<file path="src/rtl/pico_stream_master.sv">
// pico_stream_master
//   Stream-fed requester for the PicoRV32 native memory bus. A header word and an
//   address word start a burst of sequential word reads or writes. Write data comes
//   in on din; read data goes out on dout.
//   Optional feature macro: MEM_TIMEOUT_EN. When defined, a request that waits TIMEOUT
//   cycles for mem_ready is abandoned, err is set and the command ends with done.
//
//   state   | meaning
//   --------+-----------------------------------------------------------
//   S_IDLE  | waiting for a header word
//   S_ADDR  | header taken, waiting for the start address word
//   S_WDATA | waiting for the next write data word
//   S_WBUS  | write request on the bus, waiting for mem_ready
//   S_RBUS  | read request on the bus, waiting for mem_ready
//   S_RPUSH | read word held on dout until the consumer takes it
module pico_stream_master #(
  parameter int LEN_BITS = 16,
  parameter int TIMEOUT  = 1024
) (
  input  logic        clk,
  input  logic        reset,
  input  logic [31:0] din,
  input  logic        val_in,
  output logic        ready_upward,
  output logic [31:0] dout,
  output logic        val_out,
  input  logic        ready_downward,
  output logic        mem_valid,
  output logic        mem_instr,
  output logic [31:0] mem_addr,
  output logic [31:0] mem_wdata,
  output logic [3:0]  mem_wstrb,
  input  logic        mem_ready,
  input  logic [31:0] mem_rdata,
  output logic        busy,
  output logic        done,
  output logic        err
);

  typedef enum logic [2:0] {
    S_IDLE, S_ADDR, S_WDATA, S_WBUS, S_RBUS, S_RPUSH
  } state_t;

  state_t              state;
  logic                is_write;
  logic [LEN_BITS-1:0] remain;
  logic                last_word;
  logic                wait_expired;

  assign last_word    = (remain == LEN_BITS'(1));
  assign ready_upward = (state == S_IDLE) || (state == S_ADDR) || (state == S_WDATA);
  assign busy         = (state != S_IDLE);
  assign mem_instr    = 1'b0;

`ifdef MEM_TIMEOUT_EN
  localparam int WAIT_W = $clog2(TIMEOUT + 1);
  logic [WAIT_W-1:0] wait_cnt;

  // Down-counter reloads whenever no request is pending, so each new request starts a fresh budget.
  always_ff @(posedge clk) begin
    if (reset || !mem_valid) wait_cnt <= WAIT_W'(TIMEOUT - 1);
    else if (!mem_ready && wait_cnt != '0) wait_cnt <= wait_cnt - WAIT_W'(1);
  end

  assign wait_expired = mem_valid && !mem_ready && (wait_cnt == '0);
`else
  assign wait_expired = 1'b0;
`endif

  // Command sequencing with all bus and stream outputs registered.
  always_ff @(posedge clk) begin
    if (reset) begin
      state     <= S_IDLE;
      is_write  <= 1'b0;
      remain    <= '0;
      mem_valid <= 1'b0;
      mem_addr  <= '0;
      mem_wdata <= '0;
      mem_wstrb <= 4'h0;
      val_out   <= 1'b0;
      dout      <= '0;
      done      <= 1'b0;
      err       <= 1'b0;
    end else begin
      done <= 1'b0;
      case (state)
        S_IDLE: begin
          if (val_in) begin
            is_write <= din[31];
            remain   <= din[LEN_BITS-1:0];
            err      <= 1'b0;
            state    <= S_ADDR;
          end
        end
        S_ADDR: begin
          if (val_in) begin
            mem_addr <= {din[31:2], 2'b00};
            if (remain == '0) begin
              done  <= 1'b1;
              state <= S_IDLE;
            end else if (is_write) begin
              state <= S_WDATA;
            end else begin
              mem_valid <= 1'b1;
              mem_wstrb <= 4'h0;
              state     <= S_RBUS;
            end
          end
        end
        S_WDATA: begin
          if (val_in) begin
            mem_wdata <= din;
            mem_wstrb <= 4'hF;
            mem_valid <= 1'b1;
            state     <= S_WBUS;
          end
        end
        S_WBUS: begin
          if (wait_expired) begin
            mem_valid <= 1'b0;
            err       <= 1'b1;
            done      <= 1'b1;
            state     <= S_IDLE;
          end else if (mem_ready) begin
            mem_valid <= 1'b0;
            mem_addr  <= mem_addr + 32'd4;
            remain    <= remain - LEN_BITS'(1);
            if (last_word) begin
              done  <= 1'b1;
              state <= S_IDLE;
            end else begin
              state <= S_WDATA;
            end
          end
        end
        S_RBUS: begin
          if (wait_expired) begin
            mem_valid <= 1'b0;
            err       <= 1'b1;
            done      <= 1'b1;
            state     <= S_IDLE;
          end else if (mem_ready) begin
            mem_valid <= 1'b0;
            dout      <= mem_rdata;
            val_out   <= 1'b1;
            state     <= S_RPUSH;
          end
        end
        S_RPUSH: begin
          if (ready_downward) begin
            val_out  <= 1'b0;
            mem_addr <= mem_addr + 32'd4;
            remain   <= remain - LEN_BITS'(1);
            if (last_word) begin
              done  <= 1'b1;
              state <= S_IDLE;
            end else begin
              mem_valid <= 1'b1;
              state     <= S_RBUS;
            end
          end
        end
        default: state <= S_IDLE;
      endcase
    end
  end

endmodule

</file>
<file path="config.mk">
export PLATFORM = sky130hd
export DESIGN_NAME = pico_stream_master
export DESIGN_NICKNAME = d
export VERILOG_FILES = /design/src/rtl/pico_stream_master.sv
export SDC_FILE = /design/constraint.sdc
export NUM_CORES = 1
export LEC_CHECK = 0
export CAP_MARGIN = 25
export CORE_UTILIZATION = 40
export CTS_CLUSTER_DIAMETER = 40
export DETAILED_ROUTE_END_ITERATION = 12
export GPL_ROUTABILITY_DRIVEN = 0
export PLACE_DENSITY = 0.79
export SLEW_MARGIN = 30
export SYNTH_ARGS = -nofsm -noshare
export SYNTH_HDL_FRONTEND = slang
export SYNTH_SLANG_ARGS = --single-unit
</file>
<file path="constraint.sdc">
create_clock -name clk -period 2.42 [get_ports clk]
set_clock_uncertainty 0.05 [all_clocks]
set_input_delay 0.484 -clock clk [delete_from_list [all_inputs] [get_ports clk]]
set_output_delay 0.484 -clock clk [all_outputs]
set_load 0.02 [all_outputs]
</file>
==> run_results.csv, run 1 <==
group,metric,value,unit
critical_path,slowest_stage,"or4_4",
global_route,grt_pass1_wl,27700,µm
finish,final_core_util,60.5,%
min_path,hold_start,"dout[25]",
logic_synthesis,synthCells,746,
critical_path,crit_path_start_kind,"register",
clock_tree,cts.root.buffer_cell,"clkbuf_16",
routing,drtPass1Iterations,5,
placed_design,pre_cts_ws,-0.0298,ns
die,die_h,121,µm
finish,multi_input_comb_area,0.00305,mm²
timing,slew_violations,0,
global_route,grt-ovfl-total,0,
logic_synthesis,synth_top_cell_by_area,"dfxtp_1",
die,row_count,43,
logic_synthesis,ys.flop_type,"dfxtp_1",
routing,vias_per_cell,5.49,
critical_path,r2r_cells,7,
critical_path,r2r_start,"remain[0]",
logic_synthesis,seq_area_frac_synth,41.7,%
die,io_pins,176,
timing,fin_crit,2.23,ns
clock_tree,cts_hold_buf,0,
critical_path,path_delay_family,"simple AND/OR/NAND/NOR gates",
power,ir_drop,0.389,mV
routing,post-route-drc-count,0,
min_path,holdCritPathClass,"reg -> reg",
finish,syn_to_final_growth,47.7,%
min_path,hold_depth,2,
logic_synthesis,synth_edf_count,0,
routing,route.detailed.wl_per_inst,15.7,µm
clock_tree,clock_path_buffers,2,
logic_synthesis,synth.avg_cell_area,7.60,µm²
routing,vias,6120,
timing,worst_slew_pin_slew,0.760,ns
critical_path,r2r-end,"done",
finish,fin_area,0.00837,mm²
logic_synthesis,ys_ff_latch,118,
timing,setup_ws,0.192,ns
outcome,run_status,"finished clean",
critical_path,slowest_delay,0.53,ns
timing,hold_viol_final,0,
placed_design,dp_cells,1082,
critical_path,worstPathRequired,2.68,ns
finish,fill_cells,1200,
critical_path,startpoint,"remain[0]",
clock_tree,cts_made_buffers,17,
power,p_leak,2.98,nW
logic_synthesis,async_flop_share,0,%
placed_design,post-dp-hpwl,12000,µm
placed_design,placed_cell_area,0.00773,mm²
timing,period_share,92.1,%
timing,slew_headroom,49.3,%
logic_synthesis,ys_types,58,
routing,routed_wl,17500,µm
critical_path,critPathCaptureType,"register",
clock_tree,cts.sinks,118,
min_path,hold_path_end,"dout[25]",
clock_tree,cts-resized-gates,0,
die,die_x,121,µm
clock_tree,cts_htree_levels,4,
timing,fin_hold_ws,0.402,ns
clock_tree,post_cts_buffers,0,
clock_tree,cts_tree,"yes",
finish,insertedDiodeCount,0,
die,initial_utilization,41.0,%
power,powerDensity,697,mW/mm²
global_route,grt_pass1_vias,5430,
critical_path,cp.arrival,2.49,ns
logic_synthesis,ys.warnings.count,0,
logic_synthesis,syn_area,0.00567,mm²
finish,layout-drive-gt1-share,10.6,%
die,dieArea,0.0146,mm²
logic_synthesis,synth_top_cell_area_share,41.7,%
die,core_area,0.0138,mm²
global_route,grt_max_degree,66,
routing,drt_iter0_markers,485,
critical_path,path_max_fanout,4,
finish,fin_cells,1114,
critical_path,crit_buf_inv,1,
critical_path,path_class,"reg -> reg",
finish,regArea,0.00236,mm²
critical_path,crit_chain,"inv_1, ha_2, or3b_4, or4_4, nor2_4, a22oi_1, a2111oi_2",
clock_tree,clock_latency,0.41,ns
global_route,grt_usage,24.0,%
critical_path,rrSetupSlack,0.19,ns
timing,rsz0062_at_grt,"no",
placed_design,port_buffers,171,
global_route,antenna_found_initial,0,
clock_tree,clk_pin_slew_worst_paths,0.05,ns
logic_synthesis,synthTopCellsByArea,"dfxtp_1 42%, nand2_1 12%, a21oi_1 8.6%, nor2_1 3.8%, o21ai_0 3.5%",
timing,setup_violations,0,
timing,fmax,449,MHz
routing,drtAntennaViolNets,0,
job,cap_violations,0,
finish,nets,993,
[cell families after synthesis]
kind of cell	share of synthesized area [%]
AO/OA/AOI/OAI	25.2
adder cells (fa/ha/maj)	0.662
buffers and inverters	5.32
AND/OR/NAND/NOR	26.4
multiplexers	0.707
flip-flops	41.7
other	0.0662
[flip-flops by register name (all words and copies together), names as in the netlist]
register / flops
done: 1
dout: 32
is_write: 1
mem_addr: 30
mem_valid: 1
mem_wdata: 32
mem_wstrb: 1
remain: 16
state: 3
val_out: 1
[tightest hold or removal path, cell delays in order, from the launching register on]
cell and delay (ns):
dfxtp_1 0.30, nand2_1 0.05, a21oi_1 0.05
[worst max path at each step]
stage	endpoint	slack [ns]	cells past startpoint
final	done	0.19	7
after global routing	remain[10]	0.05	7
after CTS	busy	0.007	2
after detailed placement	mem_addr[10]	-0.03	8
after global placement	mem_addr[10]	-0.004	8
after floorplan	remain[12]	0.25	8
[power breakdown]
part | switching [W] | internal, W
clock | 0.000908 | 0.00171
combinational | 0.000558 | 0.000494
sequential | 0.000122 | 0.00204
[stage by stage]
stage | power [W] | setup TNS (ns)
finish | 0.00583 | 0
global route | 0.00607 | 0
CTS | 0.00584 | 0
detailed placement | 0.00322 | -0.0298
global placement | 0.00321 | -0.00420
floorplan | 0.00277 | 0
[layout by cell type (no fill, tap or decap), drive strengths merged, types with 15 or more instances in the layout]
cell,synthesis,layout
buf,19,44
clkdlybuf4s50,0,168
nand3,15,15
a21oi,97,97
o21ai,40,40
dfxtp,118,118
a22oi,19,19
nor3,19,19
clkbuf,42,18
nor2,58,58
nand2,175,175
[per-layer routing]
metal | track usage [%] | part of all wire [%]
met1 | 32.2 | 44
met2 | 37.5 | 48
met3 | 5.45 | 6.7
met4 | 8.33 | 1.5
met5 | 0 | 0
[cell type report]
class                   instances  share of cell area (%)
multi-input cells             561                    36.4
inverters                       9                   0.404
well taps                     180                    2.69
clock buffers                  18                    5.13
clock inverters                14                    2.20
repair buffers                214                    24.9
flip-flops and latches        118                    28.2
[Yosys cell counts (all sizes together), types with 3 or more instances]
master   number
mux2i         4
or4           7
a22o          4
nor2b         4
nand2       175
dfxtp       118
and3         10
o31ai         9
nand2b        7
a21o          3
clkbuf       42
o21bai        3
nand3        15
a211oi       10
buf          19
a31o          3
o41ai         5
or2           4
a2111oi       3
nor4          8
a22oi        19
nand4         4
a221oi        4
or3           3
a311oi        7
a41o          4
inv           9
nor3         19
o21ai        40
a21oi        97
a31oi         4
ha            3
nor2         58
No activity file was read; power rests on OpenSTA's default activity.
==> run 2, diff against run 1 <==
Settings changed: CORE_MARGIN set to 5.
==> run_results.csv, run 2 (synthesis gave the netlist of run 1 again) <==
group,metric,value,unit
outcome,run_status,"finished clean",
clock_tree,cts_made_buffers,17,
global_route,grt-ovfl-total,0,
finish,fin_cells,1116,
routing,route.detailed.wl_per_inst,16.2,µm
min_path,holdCritPathClass,"reg -> reg",
finish,nets,995,
global_route,grt_pass1_wl,28500,µm
min_path,hold_start,"dout[29]",
critical_path,r2r_start,"remain[0]",
finish,layout-drive-gt1-share,10.9,%
min_path,hold_depth,2,
critical_path,cp.arrival,2.57,ns
global_route,grt_pass1_vias,5710,
finish,fill_cells,1201,
global_route,grt_max_degree,39,
global_route,antenna_found_initial,0,
clock_tree,cts_htree_levels,4,
die,io_pins,176,
power,p_leak,2.99,nW
die,core_area,0.0139,mm²
job,cap_violations,0,
finish,regArea,0.00236,mm²
global_route,global_route.usage.met1,27.0,%
finish,syn_to_final_growth,48.2,%
power,powerDensity,697,mW/mm²
die,die_h,129,µm
clock_tree,clock_latency,0.41,ns
global_route,gr-usage-met3,6.72,%
routing,drt_iter0_markers,486,
timing,fin_tns_setup,0,ns
timing,worst_slew_pin_slew,0.515,ns
finish,final_cell_mix,"175 x nand2_1, 168 x clkdlybuf4s50_1, 118 x dfxtp_1",
critical_path,worstPathRequired,2.68,ns
clock_tree,clock_path_buffers,2,
critical_path,critPathCaptureType,"register",
die,row_count,43,
placed_design,dp_cells,1084,
finish,final_common_cell,"nand2_1",
clock_tree,cts.root.buffer_cell,"clkbuf_16",
timing,rsz0062_at_grt,"no",
die,initial_utilization,40.8,%
placed_design,port_buffers,171,
critical_path,path_max_fanout,4,
timing,hold_viol_final,0,
routing,routed_wl,18100,µm
timing,slew_violations,0,
timing,period_share,95.8,%
critical_path,r2r-end,"done",
global_route,grtUsageMet2,33.8,%
clock_tree,clk_pin_slew_worst_paths,0.06,ns
timing,setup_violations,0,
critical_path,path_class,"reg -> reg",
routing,post-route-drc-count,0,
routing,drtPass1Iterations,5,
finish,multi_input_comb_area,0.00304,mm²
routing,vias,6097,
finish,insertedDiodeCount,0,
critical_path,crit_path_start_kind,"register",
finish,reg_top3,"dout (32), mem_wdata (32), mem_addr (30)",
finish,final_core_util,60.5,%
global_route,grt_usage,21.3,%
critical_path,rrSetupSlack,0.10,ns
routing,drtAntennaViolNets,0,
routing,vias_per_cell,5.46,
critical_path,r2r_cells,7,
clock_tree,cts_tree,"yes",
power,ir_drop,0.430,mV
timing,fmax,431,MHz
min_path,hold_path_end,"dout[29]",
timing,fin_crit,2.32,ns
timing,slew_headroom,65.6,%
global_route,busiest_layer,"met2",
die,dieArea,0.0166,mm²
placed_design,post-dp-hpwl,13000,µm
clock_tree,cts.sinks,118,
die,die_x,129,µm
run 2: critical path, stage by stage, from the launching register on:
cell       delay [ns]
dfxtp_1          0.34
inv_2            0.08
ha_2             0.19
or3b_2           0.49
or4_4            0.54
nor2_4           0.13
a22oi_1          0.11
a2111oi_2        0.29
run 2: power by group:
group	internal [W]	total [W]	switching (W)
combinational	0.000496	0.00106	0.000560
clock	0.00171	0.00263	0.000922
sequential	0.00204	0.00216	0.000121
total	0.00425	0.00585	0.00160
run 2: repair_timing:
action / CTS / global route
buffers inserted: 0 / 0
gates resized for setup: 2 / 5
setup endpoints to repair: 2 / 4
pin swaps: 0 / 0
hold buffers: 0 / 0
run 2: worst max path at each step:
| stage | startpoint | to | slack, ns | depth (start not counted) |
|---|---|---|---|---|
| after detailed placement | val_in | mem_addr[28] | 0.05 | 9 |
| after global placement | mem_ready | mem_addr[14] | 0.07 | 10 |
| after global routing | remain[0] | done | 0.004 | 7 |
| final | remain[0] | done | 0.10 | 7 |
| after floorplan | remain[0] | remain[12] | 0.25 | 8 |
| after CTS | remain[0] | done | 0.11 | 7 |
run 2: final cells by class:
class                           instances  area share, %
Clock inverter                         14           2.19
Tap cell                              180           2.68
Multi-Input combinational cell        561           36.2
Clock buffer                           18           5.11
Sequential cell                       118           28.1
Inverter                                9          0.402
Timing Repair Buffer                  216           25.2
run 2: per-stage QoR:
stage | hold slack (ns) | power, W | worst slack [ns] | area [µm²]
global route | 0.394 | 0.00609 | 0.00411 | 8400
CTS | 0.377 | 0.00587 | 0.107 | 8380
floorplan | 0.409 | 0.00277 | 0.253 | 5680
detailed placement | 0.396 | 0.00324 | 0.0531 | 7770
global placement | 0.391 | 0.00323 | 0.0744 | 7770
finish | 0.400 | 0.00585 | 0.102 | 8400
run 2: per-layer routing:
metal	up-vias	share of wire (%)
met4	0	2.5
met1	2839	42
met3	40	8.2
met5	-	0
li1	2988	-
met2	230	47
==> run 3, diff against run 2 <==
Settings changed: GPL_TIMING_DRIVEN set to 0.
==> run_results.csv, run 3 (synthesis gave the netlist of run 1 again) <==
group,metric,value,unit
placed_design,dp_cells,1099,
clock_tree,clk_pin_slew_worst_paths,0.06,ns
critical_path,crit_chain,"clkbuf_2, clkbuf_4, a21oi_1, dlygate4sd2_1",
die,die_x,129,µm
clock_tree,cts_hold_buf,0,
critical_path,rrSetupSlack,0.15,ns
placed_design,pre_cts_ws,-0.416,ns
finish,final_cell_mix,"175 x nand2_1, 167 x clkdlybuf4s50_1, 117 x dfxtp_1",
global_route,antenna_found_initial,0,
finish,final_common_cell,"nand2_1",
routing,drtAntennaViolNets,0,
die,io_pins,176,
critical_path,worstPathRequired,1.89,ns
finish,fin_area,0.00827,mm²
critical_path,crit_buf_inv,3,
power,total_power,0.00591,W
finish,layout-drive-gt1-share,8.53,%
critical_path,r2r_cells,6,
routing,drt_iter0_markers,544,
timing,slew_violations,0,
die,initial_utilization,40.8,%
power,ir_drop,0.532,mV
die,dieArea,0.0166,mm²
routing,drtPass1Iterations,5,
power,p_leak,2.92,nW
clock_tree,cts_made_buffers,17,
timing,fin_hold_ws,0.400,ns
timing,fmax,428,MHz
finish,syn_to_final_growth,46.0,%
critical_path,startpoint,"state[1]",
min_path,holdCritPathClass,"reg -> reg",
clock_tree,cts.sinks,118,
finish,nets,1009,
critical_path,slowest_delay,0.44,ns
finish,insertedDiodeCount,0,
routing,vias,6399,
critical_path,cp.arrival,1.80,ns
min_path,hold_path_end,"dout[21]",
timing,period_share,96.5,%
timing,rsz0062_at_grt,"no",
job,cap_violations,0,
routing,vias_per_cell,5.66,
die,core_area,0.0139,mm²
routing,routed_wl,20500,µm
clock_tree,clock_latency,0.42,ns
critical_path,path_max_fanout,10,
placed_design,placed_cell_area,0.00761,mm²
min_path,hold_depth,2,
finish,fill_cells,1224,
timing,setup_ws,0.0837,ns
clock_tree,clock_path_buffers,2,
clock_tree,cts_tree,"yes",
timing,fin_crit,2.34,ns
placed_design,post-dp-hpwl,14600,µm
timing,worst_slew_pin_slew,0.711,ns
critical_path,r2r_start,"mem_addr[6]",
placed_design,port_buffers,170,
global_route,grt_pass1_vias,6083,
die,row_count,43,
critical_path,path_delay_family,"buffers and inverters",
timing,setup_violations,0,
timing,slew_headroom,52.2,%
critical_path,slowest_stage,"dfxtp_1",
die,die_h,129,µm
timing,hold_viol_final,0,
global_route,grt_usage,24.0,%
critical_path,crit_path_start_kind,"register",
power,powerDensity,715,mW/mm²
routing,route.detailed.wl_per_inst,18.1,µm
global_route,grt_max_degree,20,
clock_tree,cts.root.buffer_cell,"clkbuf_16",
critical_path,critPathCaptureType,"output pin",
finish,reg_top3,"dout (32), mem_wdata (32), mem_addr (30)",
finish,fin_cells,1130,
critical_path,r2r-end,"mem_addr[27]",
routing,post-route-drc-count,0,
global_route,grt-ovfl-total,0,
outcome,run_status,"finished clean",
global_route,grt_pass1_wl,31500,µm
critical_path,path_class,"reg -> out",
clock_tree,cts_htree_levels,4,
min_path,hold_start,"dout[21]",
-- run 3: cell count changes in the layout (fill, tap and decap cells not counted), sizes merged, moves of 2 or more --
cell,change
clkbuf,+51
clkinv,-4
buf,-30
clkinvlp,-2
-- run 3: metrics by stage --
step | TNS [ns] | utilization (%)
2_1_floorplan | 0 | -
3_3_place_gp | -22.54 | 54.8
3_5_place_dp | -23.25 | 54.8
4_1_cts | 0 | 59.4
5_1_grt | 0 | 59.6
6_report | 0 | 59.6
-- run 3: timing repair --
| item | in CTS | in global routing |
|---|---|---|
| setup buffers | 0 | 0 |
| setup endpoints to repair | 8 | 63 |
| gates cloned | 0 | 0 |
| gates resized for setup | 11 | 16 |
| pin swaps | 0 | 1 |
-- run 3: area by class of cell --
| class | count | area [µm²] | share of cell area, % |
|---|---|---|---|
| clock inverter | 8 | 145 | 1.75 |
| sequential | 118 | 2360 | 28.6 |
| timing repair buffer | 170 | 1700 | 20.5 |
| multi-input combinational | 561 | 3040 | 36.7 |
| tap | 180 | 225 | 2.72 |
| inverter | 9 | 33.8 | 0.408 |
| clock buffer | 24 | 482 | 5.82 |
| buffer | 60 | 287 | 3.46 |
-- run 3: report_power, final --
group	switching, W	internal, W
clock	0.000909	0.00180
combinational	0.000591	0.000455
sequential	0.000115	0.00204
total	0.00162	0.00430
-- run 3: per-layer routing --
metal,vias to the layer above,wire length [µm],track usage (%)
met5,-,0,0
met4,0,611,10.6
met3,62,1820,6.80
met2,325,9760,38.5
met1,2994,8310,30.3
li1,3018,-,-
-- run 3: tightest hold or removal path: cells and delay by family (launching register included) --
family | cells | cell delay (ns)
flops | 1 | 0.30
compound gates | 1 | 0.05
simple gates | 1 | 0.05
-- run 3: how the worst max path moves through the flow --
stage	depth (start not counted)	slack [ns]	to
floorplan	8	0.25	remain[12]
detailed placement	8	-0.42	remain[2]
CTS	8	0.004	remain[8]
global route	8	0.002	mem_addr[26]
finish	4	0.08	ready_upward
global placement	10	-0.42	mem_addr[21]
